==> config.mk <==
export PLATFORM = sky130hd
export DESIGN_NAME = dram_arbiter_flat
export DESIGN_NICKNAME = d
export VERILOG_FILES = /design/src/rtl/dram_arbiter_pkg.sv /design/src/rtl/dram_arbiter_if.sv /design/src/rtl/dram_arbiter_rr_pick.sv /design/src/rtl/dram_arbiter.sv /design/src/flat_wrapper.sv
export SDC_FILE = /design/constraint.sdc
export NUM_CORES = 1
export LEC_CHECK = 0
export BUFFER_PORTS_ARGS = -buffer_cell sky130_fd_sc_hd__buf_2
export CAP_MARGIN = 20
export CORE_AREA = 3 3 85 87
export DETAILED_ROUTE_END_ITERATION = 6
export DIE_AREA = 0 0 88 90
export GPL_TIMING_DRIVEN = 0
export HOLD_SLACK_MARGIN = 0.1
export RECOVER_POWER = 25
export SLEW_MARGIN = 20
export SYNTH_ARGS = -nofsm -noshare
export SYNTH_HDL_FRONTEND = slang
export SYNTH_SLANG_ARGS = --single-unit
==> constraint.sdc <==
create_clock -name Clk -period 2.6 [get_ports Clk]
set_input_delay 0.39 -clock Clk [delete_from_list [all_inputs] [get_ports Clk]]
set_output_delay 0.39 -clock Clk [all_outputs]
set_load 0.01 [all_outputs]
==> src/rtl/dram_arbiter_pkg.sv <==
// Shared encodings for the DRAM arbiter: FSM states, access op and counter widths.
package dram_arbiter_pkg;

  typedef enum logic [1:0] {
    ST_IDLE,
    ST_ACCESS,
    ST_DONE
  } state_t;

  typedef enum logic {
    OP_READ,
    OP_WRITE
  } op_t;

  // Wide enough for MEM_LAT-1 with MEM_LAT up to 7.
  localparam int LAT_W = 3;

  function automatic int idx_width(input int n);
    return (n > 1) ? $clog2(n) : 1;
  endfunction

endpackage

==> src/rtl/dram_arbiter_if.sv <==
// Bundle of the per-core request lines and the single-port RAM bus around the arbiter.
interface dram_arbiter_if #(
  parameter int WIDTH   = 8,
  parameter int N_CORES = 4
);

  logic [N_CORES-1:0]       core_read;
  logic [N_CORES-1:0]       core_write;
  logic [N_CORES*WIDTH-1:0] core_addr;
  logic [N_CORES*WIDTH-1:0] core_wdata;
  logic [N_CORES-1:0]       core_ready;
  logic [WIDTH-1:0]         core_rdata;
  logic                     mem_read;
  logic                     mem_write;
  logic [WIDTH-1:0]         mem_addr;
  logic [WIDTH-1:0]         mem_wdata;
  logic [WIDTH-1:0]         mem_rdata;

  // master: the arbiter, which masters the RAM and answers the cores.
  modport master (
    input  core_read, core_write, core_addr, core_wdata, mem_rdata,
    output core_ready, core_rdata, mem_read, mem_write, mem_addr, mem_wdata
  );

  // slave: the surrounding cores and RAM.
  modport slave (
    output core_read, core_write, core_addr, core_wdata, mem_rdata,
    input  core_ready, core_rdata, mem_read, mem_write, mem_addr, mem_wdata
  );

endinterface

==> src/rtl/dram_arbiter_rr_pick.sv <==
// Combinational round-robin picker: first requester after last_grant, wrapping modulo N_CORES.
module dram_arbiter_rr_pick
  import dram_arbiter_pkg::*;
#(
  parameter  int N_CORES = 4,
  localparam int GW      = idx_width(N_CORES)
) (
  input  logic [N_CORES-1:0] req,
  input  logic [GW-1:0]      last_grant,
  output logic [GW-1:0]      grant,
  output logic               any_req
);

  always_comb begin
    int idx;
    grant   = '0;
    any_req = 1'b0;
    idx     = 0;
    // Scan from the farthest candidate back to the nearest so the nearest requester wins.
    for (int off = N_CORES; off >= 1; off--) begin
      idx = int'(last_grant) + off;
      if (idx >= N_CORES) idx = idx - N_CORES;
      if (req[idx[GW-1:0]]) begin
        grant   = idx[GW-1:0];
        any_req = 1'b1;
      end
    end
  end

endmodule

==> src/rtl/dram_arbiter.sv <==
// Round-robin arbiter sharing one fixed-latency single-port RAM among N_CORES cores,
// one transaction in flight, with a one-cycle completion strobe back to the granted core.
module dram_arbiter
  import dram_arbiter_pkg::*;
#(
  parameter int WIDTH   = 8,
  parameter int N_CORES = 4,
  parameter int MEM_LAT = 2
) (
  input logic            Clk,
  input logic            Rst,
  dram_arbiter_if.master bus
);

  localparam int GW = idx_width(N_CORES);

  state_t             state, state_nxt;
  op_t                op, op_nxt;
  logic [GW-1:0]      grant, grant_nxt;
  logic [GW-1:0]      last_grant, last_grant_nxt;
  logic [GW-1:0]      pick;
  logic               any_req;
  logic [LAT_W-1:0]   lat_cnt, lat_cnt_nxt;
  logic [N_CORES-1:0] ready, ready_nxt;
  logic [WIDTH-1:0]   rdata, rdata_nxt;
  logic [WIDTH-1:0]   addr, addr_nxt;
  logic [WIDTH-1:0]   wdata, wdata_nxt;
  logic               rd, rd_nxt;
  logic               wr, wr_nxt;

  logic [WIDTH-1:0]   addr_slice  [N_CORES];
  logic [WIDTH-1:0]   wdata_slice [N_CORES];

  always_comb begin
    for (int i = 0; i < N_CORES; i++) begin
      addr_slice[i]  = bus.core_addr[i*WIDTH +: WIDTH];
      wdata_slice[i] = bus.core_wdata[i*WIDTH +: WIDTH];
    end
  end

  dram_arbiter_rr_pick #(
    .N_CORES (N_CORES)
  ) u_pick (
    .req        (bus.core_read | bus.core_write),
    .last_grant (last_grant),
    .grant      (pick),
    .any_req    (any_req)
  );

  // NOTE: state registers use non-blocking assignments so every flop samples pre-edge values.
  always_ff @(posedge Clk or posedge Rst) begin
    if (Rst) begin
      state      <= ST_IDLE;
      op         <= OP_READ;
      grant      <= '0;
      last_grant <= GW'(N_CORES - 1);
      lat_cnt    <= '0;
      ready      <= '0;
      rdata      <= '0;
      addr       <= '0;
      wdata      <= '0;
      rd         <= 1'b0;
      wr         <= 1'b0;
    end else begin
      state      <= state_nxt;
      op         <= op_nxt;
      grant      <= grant_nxt;
      last_grant <= last_grant_nxt;
      lat_cnt    <= lat_cnt_nxt;
      ready      <= ready_nxt;
      rdata      <= rdata_nxt;
      addr       <= addr_nxt;
      wdata      <= wdata_nxt;
      rd         <= rd_nxt;
      wr         <= wr_nxt;
    end
  end

  always_comb begin
    // NOTE: every target gets a default first, so no path leaves it unassigned and no latch is inferred.
    state_nxt      = state;
    op_nxt         = op;
    grant_nxt      = grant;
    last_grant_nxt = last_grant;
    lat_cnt_nxt    = lat_cnt;
    ready_nxt      = '0;
    rdata_nxt      = rdata;
    addr_nxt       = addr;
    wdata_nxt      = wdata;
    rd_nxt         = rd;
    wr_nxt         = wr;

    case (state)
      ST_IDLE: begin
        if (any_req) begin
          // A core raising both read and write is served as a write.
          grant_nxt   = pick;
          op_nxt      = bus.core_write[pick] ? OP_WRITE : OP_READ;
          addr_nxt    = addr_slice[pick];
          wdata_nxt   = wdata_slice[pick];
          rd_nxt      = ~bus.core_write[pick];
          wr_nxt      = bus.core_write[pick];
          lat_cnt_nxt = LAT_W'(MEM_LAT - 1);
          state_nxt   = ST_ACCESS;
        end
      end
      ST_ACCESS: begin
        if (lat_cnt == '0) begin
          rd_nxt           = 1'b0;
          wr_nxt           = 1'b0;
          ready_nxt[grant] = 1'b1;
          if (op == OP_READ) rdata_nxt = bus.mem_rdata;
          state_nxt        = ST_DONE;
        end else begin
          lat_cnt_nxt = lat_cnt - 1'b1;
        end
      end
      ST_DONE: begin
        last_grant_nxt = grant;
        state_nxt      = ST_IDLE;
      end
      default: state_nxt = ST_IDLE;
    endcase
  end

  assign bus.core_ready = ready;
  assign bus.core_rdata = rdata;
  assign bus.mem_read   = rd;
  assign bus.mem_write  = wr;
  assign bus.mem_addr   = addr;
  assign bus.mem_wdata  = wdata;

endmodule
==> src/flat_wrapper.sv <==
// flat-port wrapper written by rule: the top's interface ports become plain ports
module dram_arbiter_flat import dram_arbiter_pkg::*;
#(
  parameter int WIDTH   = 8,
  parameter int N_CORES = 4,
  parameter int MEM_LAT = 2
)
  (Clk, Rst, bus_core_read, bus_core_write, bus_core_addr, bus_core_wdata, bus_mem_rdata, bus_core_ready, bus_core_rdata, bus_mem_read, bus_mem_write, bus_mem_addr, bus_mem_wdata);
  dram_arbiter_if #(.WIDTH(WIDTH), .N_CORES(N_CORES)) bus_i ();
  input logic Clk;
  input logic Rst;
  input wire logic [$bits(bus_i.core_read)-1:0] bus_core_read;
  input wire logic [$bits(bus_i.core_write)-1:0] bus_core_write;
  input wire logic [$bits(bus_i.core_addr)-1:0] bus_core_addr;
  input wire logic [$bits(bus_i.core_wdata)-1:0] bus_core_wdata;
  input wire logic [$bits(bus_i.mem_rdata)-1:0] bus_mem_rdata;
  output wire logic [$bits(bus_i.core_ready)-1:0] bus_core_ready;
  output wire logic [$bits(bus_i.core_rdata)-1:0] bus_core_rdata;
  output wire logic [$bits(bus_i.mem_read)-1:0] bus_mem_read;
  output wire logic [$bits(bus_i.mem_write)-1:0] bus_mem_write;
  output wire logic [$bits(bus_i.mem_addr)-1:0] bus_mem_addr;
  output wire logic [$bits(bus_i.mem_wdata)-1:0] bus_mem_wdata;
  assign bus_i.core_read = bus_core_read;
  assign bus_i.core_write = bus_core_write;
  assign bus_i.core_addr = bus_core_addr;
  assign bus_i.core_wdata = bus_core_wdata;
  assign bus_i.mem_rdata = bus_mem_rdata;
  assign bus_core_ready = bus_i.core_ready;
  assign bus_core_rdata = bus_i.core_rdata;
  assign bus_mem_read = bus_i.mem_read;
  assign bus_mem_write = bus_i.mem_write;
  assign bus_mem_addr = bus_i.mem_addr;
  assign bus_mem_wdata = bus_i.mem_wdata;
  dram_arbiter #(.WIDTH(WIDTH), .N_CORES(N_CORES), .MEM_LAT(MEM_LAT)) u_core (.Clk(Clk), .Rst(Rst), .bus(bus_i));
endmodule
# == Word level (Yosys, flattened, before mapping) ==
# Index checks and enable logic that the tools add are counted.
# classes
n_addsub,9
n_mul,0
div,0
n_lt_le_gt_ge,12
eq_ne,5
shift,0
mux,44
n_bitwise,4
n_reduce_logical,9
# op_table
cell,n
$bmux 8 s2,2
$mux 8,4
$mux 2,10
$lt 2x3->1 const B,6
$mux 1,14
$ge 3x3->1 const B,4
$bmux 1 s2,5
$reduce_and 3->1,3
$mux 4,2
$sub 2x1->2 const B,4
$add 2x2->3 const B,2
$mux 3,2
$pmux 3 s2,1
$add 2x3->4 const B,1
$ge 4x3->1 const B,1
$ne 2x1->1 const B,2
$or 4x4->4,1
$pmux 1 s2,2
$pmux 2 s2,1
$reduce_and 2->1,2
$add 2x1->3 const B,1
$logic_not 3->1,1
$not 2->3,1
$sub 3x1->3 const B,1
9 further kinds,10
# word_totals
reg_bits,40
latchBits,0
ramBits,0
rom_bits,0
word_cells,94
memories,0

# == Logic depth before layout (Yosys ltp) ==
# Gate-level depths: netlist of the first run.
# logic_depth
word_depth,14
mapped_depth,7
mapped_depth_nobuf,7

# == Hierarchy ==
# A second synthesis of the first run with hierarchy kept.
# unflattened
cells_unflattened,187
area_unflattened_um2,2205.9
# by_module_without_submodules
mod,n_inst,cells_per_inst,area_each_um2,seq_area_each_um2
dram_arbiter,1,173,2114.5,1003.5
dram_arbiter_rr_pick,1,14,91.3,0.0

# == Worst setup path before layout of the first run ==
# Ideal clock, no wire load.
# synth_path
kind,register to register
from,register u_core.lat_cnt[0]
to,"register u_core.rdata[0], in the netlist u_core.bus.core_rdata[0]"
setup_ns,0.125
arrival_ns,1.684
required_time_ns,2.475
setup_slack_ns,0.791
path_stages_with_launch,7
path_buffers,0
synth_period_minus_slack_ns,1.809
cell_sequence,dfrtp_1 > inv_1 > ha_1 > nor2b_1 > nand2_1 > nor2_1 > mux2_2
# synth_between
elab_chain_len,2
# synth_lines
item,line_no,text
from (decl),dram_arbiter.sv:23,"logic [LAT_W-1:0] lat_cnt, lat_cnt_nxt;"
from (signal assigned),dram_arbiter.sv:69,lat_cnt <= lat_cnt_nxt;
$logic_not 3->1,dram_arbiter.sv:108,if (lat_cnt == '0) begin
$reduce_and 3->1 (no line),-,
to (signal assigned),dram_arbiter.sv:71,rdata <= rdata_nxt;
to (decl),dram_arbiter.sv:25,"logic [WIDTH-1:0] rdata, rdata_nxt;"
# No other way between the ends.
# A chain may end at the register's enable or synchronous reset.

# == Worst setup path after layout of the first run ==
# layout_path
from,register u_core.lat_cnt[0]
to,"register u_core.rdata[1], in the netlist u_core.bus.core_rdata[1]"
# The elaborated chain is that of the path after synthesis.

==> results.sh, run 1 <==
export IMPL_run_status="complete, no violations"
export IMPL_max_cap_violations=0
export IMPL_clk_root_buffer_cell="sky130_fd_sc_hd__clkbuf_8"
export IMPL_dr_first_iter_drc_count=86
export IMPL_synth_seq_area_share_pct=44.6
export IMPL_crit_end="u_core.bus.core_rdata[1]"
export IMPL_die_w_um=88
export IMPL_grt_met3_usage_pct=2.74
export IMPL_nets=409
export IMPL_crit_path_start_kind="register"
export IMPL_via_per_inst=5.14
export IMPL_initial_antenna_violation_count=0
export IMPL_vias=2073
export IMPL_critical_setup_path_kind="reg -> reg"
export IMPL_synth_top_cell_area_share_pct=42.3
export IMPL_slew_headroom_pct=45.9
export IMPL_first_global_vias=1974
export IMPL_grt_total_usage_pct=16.3
export IMPL_clock_tree_from_tritoncts="done"
export IMPL_worstMarginPinSlew_ns=0.811
export IMPL_stdcell_area_um2=3000
export IMPL_flops_latches_synth=40
export IMPL_fp_dieH_um=90
export IMPL_path_type_of_the_worst_min_delay_path="in -> reg"
export IMPL_timing_critical_path_fanout_max=8
export IMPL_drt_drc_violations_left=0
export IMPL_number_of_clock_buffers_inserted_by_tritoncts=5
export IMPL_ioPinCount=112
export IMPL_cts_resized=0
export IMPL_initial_standard_cell_utilization_of_the_core_pct=35.0
export IMPL_critical_path_startpoint="u_core.lat_cnt[0]"
export IMPL_maxClockFrequency_mhz=458
export IMPL_synth_edf_count=0
export IMPL_global_routing_usage_on_met2_pct=27.3
export IMPL_worst_skew_pair_late_latency_ns=0.29
export IMPL_setup_violations=0
export IMPL_post_synth_main_area_contributors="sky130_fd_sc_hd__dfrtp_1 42%, sky130_fd_sc_hd__mux2i_1 9.3%, sky130_fd_sc_hd__a211oi_2 5.6%, sky130_fd_sc_hd__a211oi_1 5.3%, sky130_fd_sc_hd__and4_1 5.1%"
export IMPL_vdd_ir_drop_max_mv=0.462
export IMPL_regToRegEndpoint="u_core.bus.core_rdata[1]"
export IMPL_synth_top_flop_cell="sky130_fd_sc_hd__dfrtp_1"
export IMPL_grt_setup_unrepaired="no"
export IMPL_drt_pass1_iterations=4
export IMPL_final_max_slew_viol_count=0
export IMPL_cts_max_path_buffers=2
export IMPL_grt_use_met1_pct=21.6
export IMPL_area_sequential_um2=1000
export IMPL_worst_endpoint_required_ns=2.78
export IMPL_netlist_area_um2=2250
export IMPL_design_core_area_um2=6420
export IMPL_mappedNetlistNets=289
export IMPL_antenna_cells_inserted=0
export IMPL_final_min_clock_period_ns=2.18
export IMPL_clock_slew_at_reported_path_ffs_ns=0.08
export IMPL_die_area_um2=7920
export IMPL_antenna_left=0
export IMPL_r2r_setup_slack_ns=0.42
export IMPL_portBuffers=111
export IMPL_finalWeightedCongestion=0.831
export IMPL_timing_reg2reg_worst_path_depth=6
export IMPL_fraction_of_the_cycle_the_final_worst_path_needs_pct=84.0
export IMPL_pin_count_of_the_biggest_net_entering_global_routing=34
export IMPL_detail_route_wl_per_cell_um=15.7
export IMPL_fin_tns_setup_ns=0
export IMPL_placement_rows=29
export IMPL_route_final_wire_length_um=6340
export IMPL_post_route_cells_drive_above_1_share_pct=46.9
export IMPL_worst_clock_skew_ns=0.00590
export IMPL_synth_async_sr_flop_share_pct=100
export IMPL_netlist_instances=205
export IMPL_fill_cells=668
export IMPL_place_area_um2=2920
export IMPL_avgSynthCellArea_um2=11.0
export IMPL_worst_setup_path_end_kind="register"
export IMPL_htree_levels=2
export IMPL_areaGrowthSynthToFinish_pct=33.4
export IMPL_multi_input_comb_area_um2=1130
export IMPL_grt_first_pass_wirelength_um=10200
export IMPL_crit_arrival_ns=2.36
export IMPL_yosysWarningCount=0
export IMPL_final_report_hold_violation_count=0
export IMPL_powerDensity_nw_per_um2=1130
export IMPL_globalRouteOverflowTotal=0
export IMPL_cts_num_sinks=40
export IMPL_synthDistinctLibCells=38
export IMPL_grt_busiest_layer="met2"
export IMPL_post_synth_top_area_cell="sky130_fd_sc_hd__dfrtp_1"
export IMPL_power_leakage_nw=1.47
export IMPL_critical_path_reg2reg_startpoint="u_core.lat_cnt[0]"
export IMPL_dp_hpwl_um=4900
## power breakdown
part	internal (W)	total, W	switching [W]	leakage [nW]
Clock	0.000188	0.000407	0.000219	0.0412
Sequential	0.000935	0.00111	0.000173	0.476
Combinational	0.000856	0.00188	0.00103	0.956
## synth_stat cells, drive strengths merged, types with 2 or more instances
master and instances:
nor4 2, dfrtp 38, nand3 3, nor2b 2, and3 2, clkbuf 4
buf 7, nor2 24, inv 6, and4 13, o21ai 4, mux2i 21
nand2 13, mux2 10, ha 2, dfstp 2, a21oi 3, a211oi 26
o221ai 5, nand2b 2, nor3 4
## flip-flops by register name (all words and copies together), names as in the netlist
register               count
u_core.op                  1
u_core.bus.mem_write       1
u_core.grant               2
u_core.bus.core_rdata      8
u_core.last_grant          2
u_core.bus.mem_addr        8
u_core.bus.mem_wdata       8
u_core.lat_cnt             3
u_core.bus.core_ready      4
u_core.bus.mem_read        1
u_core.state               2
## layout make-up
cell class                 instances  share of cell area [%]
timing repair buffer             113                    19.0
tap                               77                    3.21
sequential                        40                    33.4
clock buffer                       6                    2.42
clock inverter                     2                   0.417
buffer                            11                    3.00
inverter                           6                   0.751
multi-input combinational        148                    37.7
## critical path: stages (launching register included)
cell and delay (ns):
sky130_fd_sc_hd__dfrtp_1 0.37, sky130_fd_sc_hd__inv_1 0.11, sky130_fd_sc_hd__ha_1 0.17, sky130_fd_sc_hd__nor2b_1 0.22, sky130_fd_sc_hd__nand2_1 0.21, sky130_fd_sc_hd__nor2_1 0.60
sky130_fd_sc_hd__mux2_2 0.41
## what timing repair did
| item | 4_1_cts | 5_1_grt |
|---|---|---|
| endpoints found under the hold margin | 7 | 0 |
| setup buffers | 0 | 0 |
| hold buffers | 1 | 0 |
## logic make-up (layout without fill, tap and decap cells)
logic type,count (synthesis),in the layout,share of synthesized area [%]
mux,31,31,14.4
fa+ha+maj,2,2,1.11
buf+inv,17,138,5.01
simple gates,71,71,18.1
compound gates,44,44,16.8
flops,40,40,44.6
## through the flow
stage          utilization, %  total power, W  hold slack [ns]  worst slack, ns  cells
3_5_place_dp             45.5         0.00303            0.318            0.365    394
2_1_floorplan               -         0.00243            0.464            0.791    205
4_1_cts                  47.0         0.00345            0.318            0.359    403
5_1_grt                  46.7         0.00371            0.312            0.225    403
3_3_place_gp             45.2         0.00299            0.469            0.420    393
6_report                 46.7         0.00340            0.329            0.415    403
## per-layer routing
layer	up-vias	wire, µm	part of all wire (%)
li1	1012	-	-
met3	4	402	6.3
met5	-	0	0
met4	0	36	0.57
met1	986	2770	44
met2	71	3130	49
## worst min path at each step
stage / start / end / slack, ns / depth (start not counted)
floorplan: u_core.grant[1] / u_core.bus.core_ready[1] / 0.46 / 1
global placement: u_core.bus.mem_wdata[6] / u_core.bus.mem_wdata[6] / 0.47 / 2
detailed placement: Rst / u_core.bus.mem_addr[2] / 0.32 / 2
CTS: bus_mem_rdata[3] / u_core.bus.core_rdata[3] / 0.32 / 2
global route: bus_mem_rdata[5] / u_core.bus.core_rdata[5] / 0.31 / 2
finish: bus_mem_rdata[3] / u_core.bus.core_rdata[3] / 0.33 / 2
## cell usage in the layout (no fill, tap or decap), types with 2 or more instances in the layout
master,n
sky130_fd_sc_hd__buf_2,113
sky130_fd_sc_hd__dfrtp_1,38
sky130_fd_sc_hd__nor2_1,24
sky130_fd_sc_hd__mux2i_1,21
sky130_fd_sc_hd__a211oi_1,16
sky130_fd_sc_hd__nand2_1,13
sky130_fd_sc_hd__and4_1,13
sky130_fd_sc_hd__mux2_2,10
sky130_fd_sc_hd__a211oi_2,10
sky130_fd_sc_hd__inv_1,6
sky130_fd_sc_hd__o221ai_1,5
sky130_fd_sc_hd__clkbuf_1,5
sky130_fd_sc_hd__clkbuf_8,5
sky130_fd_sc_hd__nor3_1,4
sky130_fd_sc_hd__buf_6,4
sky130_fd_sc_hd__a21oi_1,3
sky130_fd_sc_hd__o21ai_0,3
sky130_fd_sc_hd__nor4_1,2
sky130_fd_sc_hd__nand2b_1,2
sky130_fd_sc_hd__nor2b_1,2
sky130_fd_sc_hd__nand3_2,2
sky130_fd_sc_hd__and3_1,2
sky130_fd_sc_hd__ha_1,2
sky130_fd_sc_hd__dfstp_2,2
Power figures use the tool's default switching activity.
==> run 2: changes to the inputs <==
--- a/config.mk
+++ b/config.mk
@@ -5,11 +5,12 @@
 export SDC_FILE = /design/constraint.sdc
 export NUM_CORES = 1
 export LEC_CHECK = 0
+export ABC_AREA = 1
 export BUFFER_PORTS_ARGS = -buffer_cell sky130_fd_sc_hd__buf_2
 export CAP_MARGIN = 20
-export CORE_AREA = 3 3 85 87
+export CORE_AREA = 3 3 91 93
 export DETAILED_ROUTE_END_ITERATION = 6
-export DIE_AREA = 0 0 88 90
+export DIE_AREA = 0 0 94 96
 export GPL_TIMING_DRIVEN = 0
 export HOLD_SLACK_MARGIN = 0.1
 export RECOVER_POWER = 25
==> constraint.sdc (replaced) <==
create_clock -name Clk -period 2.2 [get_ports Clk]
set_input_delay 0.33 -clock Clk [delete_from_list [all_inputs] [get_ports Clk]]
set_output_delay 0.33 -clock Clk [all_outputs]
set_load 0.01 [all_outputs]
==> results.sh, run 2 <==
export IMPL_drt_pass1_iterations=4
export IMPL_nets=591
export IMPL_crit_arrival_ns=2.19
export IMPL_fraction_of_the_cycle_the_final_worst_path_needs_pct=91.7
export IMPL_worst_clock_skew_ns=0.00492
export IMPL_synth_top_cell_area_share_pct=36.7
export IMPL_detail_route_wl_per_cell_um=11.4
export IMPL_final_common_cell="sky130_fd_sc_hd__nand2_1"
export IMPL_synthTopCellsByCount="162 x sky130_fd_sc_hd__nand2_1, 66 x sky130_fd_sc_hd__inv_1, 44 x sky130_fd_sc_hd__nand3_1, 38 x sky130_fd_sc_hd__dfrtp_1, 11 x sky130_fd_sc_hd__nor2_1"
export IMPL_portBuffers=111
export IMPL_vias=2673
export IMPL_fp_dieH_um=96
export IMPL_run_status="complete, no violations"
export IMPL_maxClockFrequency_mhz=496
export IMPL_cts_num_sinks=40
export IMPL_max_cap_violations=0
export IMPL_synth_async_sr_flop_share_pct=100
export IMPL_setup_violations=0
export IMPL_dr_first_iter_drc_count=106
export IMPL_inst_count_dp=599
export IMPL_antenna_left=0
export IMPL_die_area_um2=9020
export IMPL_via_per_inst=4.38
export IMPL_multi_input_comb_area_um2=1220
export IMPL_dp_hpwl_um=5580
export IMPL_slew_headroom_pct=46.5
export IMPL_number_of_clock_buffers_inserted_by_tritoncts=5
export IMPL_critical_path_max_stage_delay_ns=0.40
export IMPL_clock_tree_from_tritoncts="done"
export IMPL_whs_path_depth=2
export IMPL_crit_path_start_kind="register"
export IMPL_final_max_slew_viol_count=0
export IMPL_initial_antenna_violation_count=0
export IMPL_final_min_clock_period_ns=2.02
export IMPL_antenna_cells_inserted=0
export IMPL_critical_setup_path_kind="reg -> reg"
export IMPL_final_report_hold_violation_count=0
export IMPL_vdd_ir_drop_max_mv=0.574
export IMPL_first_global_vias=2540
export IMPL_timing_critical_path_fanout_max=8
export IMPL_path_type_of_the_worst_min_delay_path="in -> reg"
export IMPL_post_synth_main_area_contributors="sky130_fd_sc_hd__dfrtp_1 37%, sky130_fd_sc_hd__nand2_1 23%, sky130_fd_sc_hd__inv_1 9.6%, sky130_fd_sc_hd__nand3_1 8.5%, sky130_fd_sc_hd__mux2_2 3.5%"
export IMPL_worst_endpoint_required_ns=2.37
export IMPL_grt_first_pass_wirelength_um=11500
export IMPL_powerDensity_nw_per_um2=1620
export IMPL_clk_root_buffer_cell="sky130_fd_sc_hd__clkbuf_8"
export IMPL_yosysWarningCount=0
export IMPL_grt_setup_unrepaired="yes"
export IMPL_netlist_instances=385
export IMPL_clock_slew_at_reported_path_ffs_ns=0.08
export IMPL_globalRouteOverflowTotal=0
export IMPL_avgSynthCellArea_um2=6.72
export IMPL_worst_setup_path_end_kind="register"
export IMPL_final_cell_mix="162 x sky130_fd_sc_hd__nand2_1, 114 x sky130_fd_sc_hd__buf_2, 66 x sky130_fd_sc_hd__inv_1"
export IMPL_finalWeightedCongestion=0.868
export IMPL_finish_cell_count_without_fillers=610
export IMPL_worst_skew_pair_late_latency_ns=0.29
export IMPL_regToRegEndpoint="u_core.bus.core_rdata[4]"
export IMPL_placement_rows=32
export IMPL_cp_common_cell="sky130_fd_sc_hd__inv_1"
export IMPL_cts_max_path_buffers=2
export IMPL_power_leakage_nw=2.11
export IMPL_mappedNetlistNets=469
export IMPL_yosysMostFrequentCell="sky130_fd_sc_hd__nand2_1"
export IMPL_pin_count_of_the_biggest_net_entering_global_routing=33
export IMPL_synth_seq_area_share_pct=38.8
export IMPL_post_route_cells_drive_above_1_share_pct=32.9
export IMPL_fin_tns_setup_ns=0
export IMPL_areaGrowthSynthToFinish_pct=31.7
export IMPL_critPathSlowestCell="sky130_fd_sc_hd__dfrtp_1"
export IMPL_critical_path_reg2reg_startpoint="u_core.lat_cnt[0]"
export IMPL_initial_standard_cell_utilization_of_the_core_pct=34.0
export IMPL_area_sequential_um2=1000
export IMPL_whs_endpoint="u_core.bus.core_rdata[0]"
export IMPL_post_synth_top_area_cell="sky130_fd_sc_hd__dfrtp_1"
export IMPL_ioPinCount=112
export IMPL_critical_path_cell_chain="inv_1 -> ha_1 -> inv_1 -> nor2_1 -> nand2_1 -> or2_2 -> clkbuf_1 -> mux2_2"
export IMPL_netlist_area_um2=2590
export IMPL_r2r_setup_slack_ns=0.18
export IMPL_synthDistinctLibCells=26
export IMPL_grt_total_usage_pct=15.8
export IMPL_flops_latches_synth=40
export IMPL_fill_cells=846
export IMPL_timing_reg2reg_worst_path_depth=8
export IMPL_drt_drc_violations_left=0
export IMPL_worstMarginPinSlew_ns=0.802
export IMPL_design_core_area_um2=7610
export IMPL_htree_levels=2
export IMPL_synth_edf_count=0
export IMPL_hold_path_startpoint="bus_mem_rdata[0]"
export IMPL_die_w_um=94
export IMPL_synth_top_flop_cell="sky130_fd_sc_hd__dfrtp_1"
export IMPL_route_final_wire_length_um=6980
[run 2: timing repair]
item                                    in CTS  in global routing
endpoints found under the hold margin        8                  0
hold buffers                                 1                  0
setup buffers                                0                  2
resized for setup                            0                  4
endpoints found under the setup margin       0                 13
[run 2: metrics by stage]
stage               instance area [µm²]  total power (W)  util, %  hold slack (ns)  setup WS [ns]
global route                       3410          0.00618     44.8            0.259       -0.00276
finish                             3410          0.00552     44.8            0.266          0.184
floorplan                          2590          0.00393        -            0.432          0.430
CTS                                3390          0.00550     44.6            0.254         0.0803
detailed placement                 3290          0.00497     43.3            0.262         0.0999
global placement                   3270          0.00491     43.0            0.444          0.119
[run 2: routing by layer]
metal  track usage [%]  up-vias  wire, µm
met4              3.01        0        53
met3              3.21        7       489
met1              20.5     1168      3240
li1                  -     1400         -
met2              27.5       98      3200
met5                 0        -         0
[run 2: area by class of cell]
type | count | area share [%]
tap | 102 | 3.74
multi-input combinational | 260 | 35.8
clock buffer | 6 | 2.42
timing repair buffer | 115 | 17.2
sequential | 40 | 29.4
buffer | 14 | 3.19
inverter | 71 | 7.97
clock inverter | 2 | 0.294
[run 2: worst max-delay path: cells and delay by family, from the launching register on]
kind,cells,cell delay [ns]
multiplexers,1,0.33
flip-flops,1,0.40
buffers and inverters,3,0.36
AND/OR/NAND/NOR,3,0.68
adder cells (fa/ha/maj),1,0.15
[run 2: cell families after synthesis]
kind of cell | Yosys count | share of synthesized area, %
multiplexers | 8 | 3.48
flip-flops | 40 | 38.8
adder cells (fa/ha/maj) | 2 | 0.966
AO/OA/AOI/OAI | 14 | 3.48
XOR/XNOR | 1 | 0.338
AND/OR/NAND/NOR | 235 | 38.5
buffers and inverters | 85 | 14.5
[run 2: where the power goes]
part           total [W]  switching (W)  internal (W)
registers        0.00128       0.000178       0.00110
logic            0.00374        0.00230       0.00144
clock network   0.000506       0.000256      0.000250
[run 2: how the worst max path moves through the flow]
stage,start,to,slack (ns),cells past startpoint
final,u_core.lat_cnt[0],u_core.bus.core_rdata[4],0.18,8
after global routing,u_core.last_grant[0],u_core.bus.mem_addr[7],-0.003,15
after CTS,u_core.last_grant[0],u_core.bus.mem_wdata[4],0.08,12
after detailed placement,u_core.last_grant[0],u_core.bus.mem_wdata[4],0.1,12
after global placement,u_core.last_grant[0],u_core.bus.mem_wdata[5],0.12,12
after floorplan,u_core.lat_cnt[0],u_core.bus.core_rdata[0],0.43,8
==> run 3: changes to the inputs <==
--- a/config.mk
+++ b/config.mk
@@ -6,13 +6,14 @@
 export NUM_CORES = 1
 export LEC_CHECK = 0
 export ABC_AREA = 1
-export BUFFER_PORTS_ARGS = -buffer_cell sky130_fd_sc_hd__buf_2
 export CAP_MARGIN = 20
 export CORE_AREA = 3 3 91 93
 export DETAILED_ROUTE_END_ITERATION = 6
 export DIE_AREA = 0 0 94 96
+export DONT_BUFFER_PORTS = 1
 export GPL_TIMING_DRIVEN = 0
 export HOLD_SLACK_MARGIN = 0.1
+export MAX_ROUTING_LAYER = met4
 export RECOVER_POWER = 25
 export SLEW_MARGIN = 20
 export SYNTH_ARGS = -nofsm -noshare
==> results.sh, run 3 (synthesis gave the netlist of run 2 again) <==
export IMPL_run_status="complete, no violations"
export IMPL_critical_path_max_stage_delay_ns=0.53
export IMPL_drt_drc_violations_left=0
export IMPL_dr_first_iter_drc_count=67
export IMPL_critical_setup_path_kind="reg -> reg"
export IMPL_max_cap_violations=0
export IMPL_antenna_left=0
export IMPL_worst_endpoint_required_ns=2.39
export IMPL_cts_max_path_buffers=2
export IMPL_number_of_clock_buffers_inserted_by_tritoncts=5
export IMPL_stdcell_area_um2=2940
export IMPL_cts_num_sinks=40
export IMPL_worst_clock_skew_ns=0.00626
export IMPL_grt_first_pass_wirelength_um=11000
export IMPL_final_max_slew_viol_count=0
export IMPL_clock_slew_at_reported_path_ffs_ns=0.08
export IMPL_setup_violations=0
export IMPL_route_final_wire_length_um=7090
export IMPL_critical_path_top_delay_family="simple AND/OR/NAND/NOR gates"
export IMPL_final_min_clock_period_ns=2.03
export IMPL_design_core_area_um2=7610
export IMPL_crit_path_start_kind="register"
export IMPL_initial_standard_cell_utilization_of_the_core_pct=34.0
export IMPL_placement_rows=32
export IMPL_vdd_ir_drop_max_mv=0.511
export IMPL_fin_total_pwr_w=0.00566
export IMPL_grt_setup_unrepaired="no"
export IMPL_slew_headroom_pct=54.8
export IMPL_drt_pass1_iterations=4
export IMPL_antenna_cells_inserted=0
export IMPL_final_core_util_pct=38.6
export IMPL_finalHoldWorstSlack_ns=0.187
export IMPL_die_w_um=94
export IMPL_crit_arrival_ns=2.21
export IMPL_via_per_inst=4.68
export IMPL_critPathSlowestCell="sky130_fd_sc_hd__dfstp_2"
export IMPL_power_leakage_nw=1.69
export IMPL_area_sequential_um2=1000
export IMPL_crit_buf_inv=3
export IMPL_finalWeightedCongestion=0.854
export IMPL_fill_cells=827
export IMPL_worstMarginPinSlew_ns=0.677
export IMPL_place_area_um2=2740
export IMPL_pin_count_of_the_biggest_net_entering_global_routing=24
export IMPL_final_common_cell="sky130_fd_sc_hd__nand2_1"
export IMPL_htree_levels=2
export IMPL_fin_tns_setup_ns=0
export IMPL_worst_setup_path_end_kind="register"
export IMPL_cp_common_cell="sky130_fd_sc_hd__nand2_1"
export IMPL_clock_tree_from_tritoncts="done"
export IMPL_fp_dieH_um=96
export IMPL_vias=2350
export IMPL_path_type_of_the_worst_min_delay_path="in -> reg"
export IMPL_worst_skew_pair_late_latency_ns=0.29
export IMPL_die_area_um2=9020
export IMPL_nets=483
export IMPL_maxClockFrequency_mhz=493
export IMPL_timing_critical_path_fanout_max=10
export IMPL_areaGrowthSynthToFinish_pct=13.4
export IMPL_portBuffers=0
export IMPL_grt_total_usage_pct=16.0
export IMPL_fraction_of_the_cycle_the_final_worst_path_needs_pct=92.2
export IMPL_powerDensity_nw_per_um2=1930
export IMPL_globalRouteOverflowTotal=0
export IMPL_ioPinCount=112
export IMPL_post_route_cells_drive_above_1_share_pct=15.0
export IMPL_critical_path_cell_chain="buf_6 -> inv_6 -> nand2_1 -> nand3_1 -> nand2_1 -> nand2_2 -> nand2_2 -> nand2_2 -> nand2_2 -> buf_4 -> nand2_1 -> nand3_1 -> nand2_1 -> nand2_1 -> nand2_1"
export IMPL_multi_input_comb_area_um2=1240
export IMPL_final_cell_mix="161 x sky130_fd_sc_hd__nand2_1, 66 x sky130_fd_sc_hd__inv_1, 43 x sky130_fd_sc_hd__nand3_1"
export IMPL_detail_route_wl_per_cell_um=14.1
export IMPL_final_report_hold_violation_count=0
export IMPL_dp_hpwl_um=5540
export IMPL_initial_antenna_violation_count=0
export IMPL_first_global_vias=2355
export IMPL_clk_root_buffer_cell="sky130_fd_sc_hd__clkbuf_8"
run 3: power by group:
part / total, W / switching, W / internal (W)
sequential: 0.00147 / 0.000367 / 0.00110
clock: 0.000591 / 0.000254 / 0.000337
combinational: 0.00359 / 0.00218 / 0.00142
run 3: final cells by class:
type                            count  area share (%)
Multi-Input combinational cell    260            42.2
Sequential cell                    40            34.2
Inverter                           71            9.25
Tap cell                          102            4.35
Buffer                             14            3.96
Clock buffer                        6            2.47
Timing Repair Buffer                7            2.39
Clock inverter                      2            1.19
run 3: final timing paths:
check                                startpoint                        to  slack (ns)  depth (start not counted)
max                        u_core.last_grant[0]    u_core.bus.mem_addr[6]        0.17                         15
min                            bus_mem_rdata[0]  u_core.bus.core_rdata[0]        0.19                          1
max reg2reg                u_core.last_grant[0]    u_core.bus.mem_addr[6]        0.17                         15
min reg2reg                     u_core.grant[1]  u_core.bus.core_ready[0]        0.47                          1
max in group asynchronous                   Rst   u_core.bus.mem_wdata[5]        0.61                          3
min in group asynchronous                   Rst  u_core.bus.core_rdata[3]        0.57                          2
run 3: repair_timing:
action,CTS,global route
buffers inserted,0,4
endpoints found under the hold margin,17,0
hold buffers,1,0
resized for setup,0,10
endpoints found under the setup margin,0,15
run 3: stage by stage:
stage          std cells  setup slack, ns
2_1_floorplan        385            0.430
3_3_place_gp         487           0.0839
3_5_place_dp         488           0.0839
4_1_cts              497           0.0551
5_1_grt              502          0.00269
6_report             502            0.172
run 3: metal layers:
metal	vias up	wire, µm	part of all wire [%]	track usage [%]
li1	1178	-	-	-
met1	1079	3170	45	19.8
met2	88	3460	49	27.3
met3	5	427	6.0	3.67
met4	0	28	0.40	2.65
met5	-	0	0	-
run 3: worst reg2reg max path, cell delays in order, from the launching register on:
cell                      delay (ns)
sky130_fd_sc_hd__dfstp_2        0.53
sky130_fd_sc_hd__buf_6          0.14
sky130_fd_sc_hd__inv_6          0.06
sky130_fd_sc_hd__nand2_1        0.12
sky130_fd_sc_hd__nand3_1        0.12
sky130_fd_sc_hd__nand2_1        0.09
sky130_fd_sc_hd__nand2_2        0.09
sky130_fd_sc_hd__nand2_2        0.09
sky130_fd_sc_hd__nand2_2        0.07
sky130_fd_sc_hd__nand2_2        0.11
sky130_fd_sc_hd__buf_4          0.19
sky130_fd_sc_hd__nand2_1        0.06
sky130_fd_sc_hd__nand3_1        0.08
sky130_fd_sc_hd__nand2_1        0.08
sky130_fd_sc_hd__nand2_1        0.06
sky130_fd_sc_hd__nand2_1        0.05
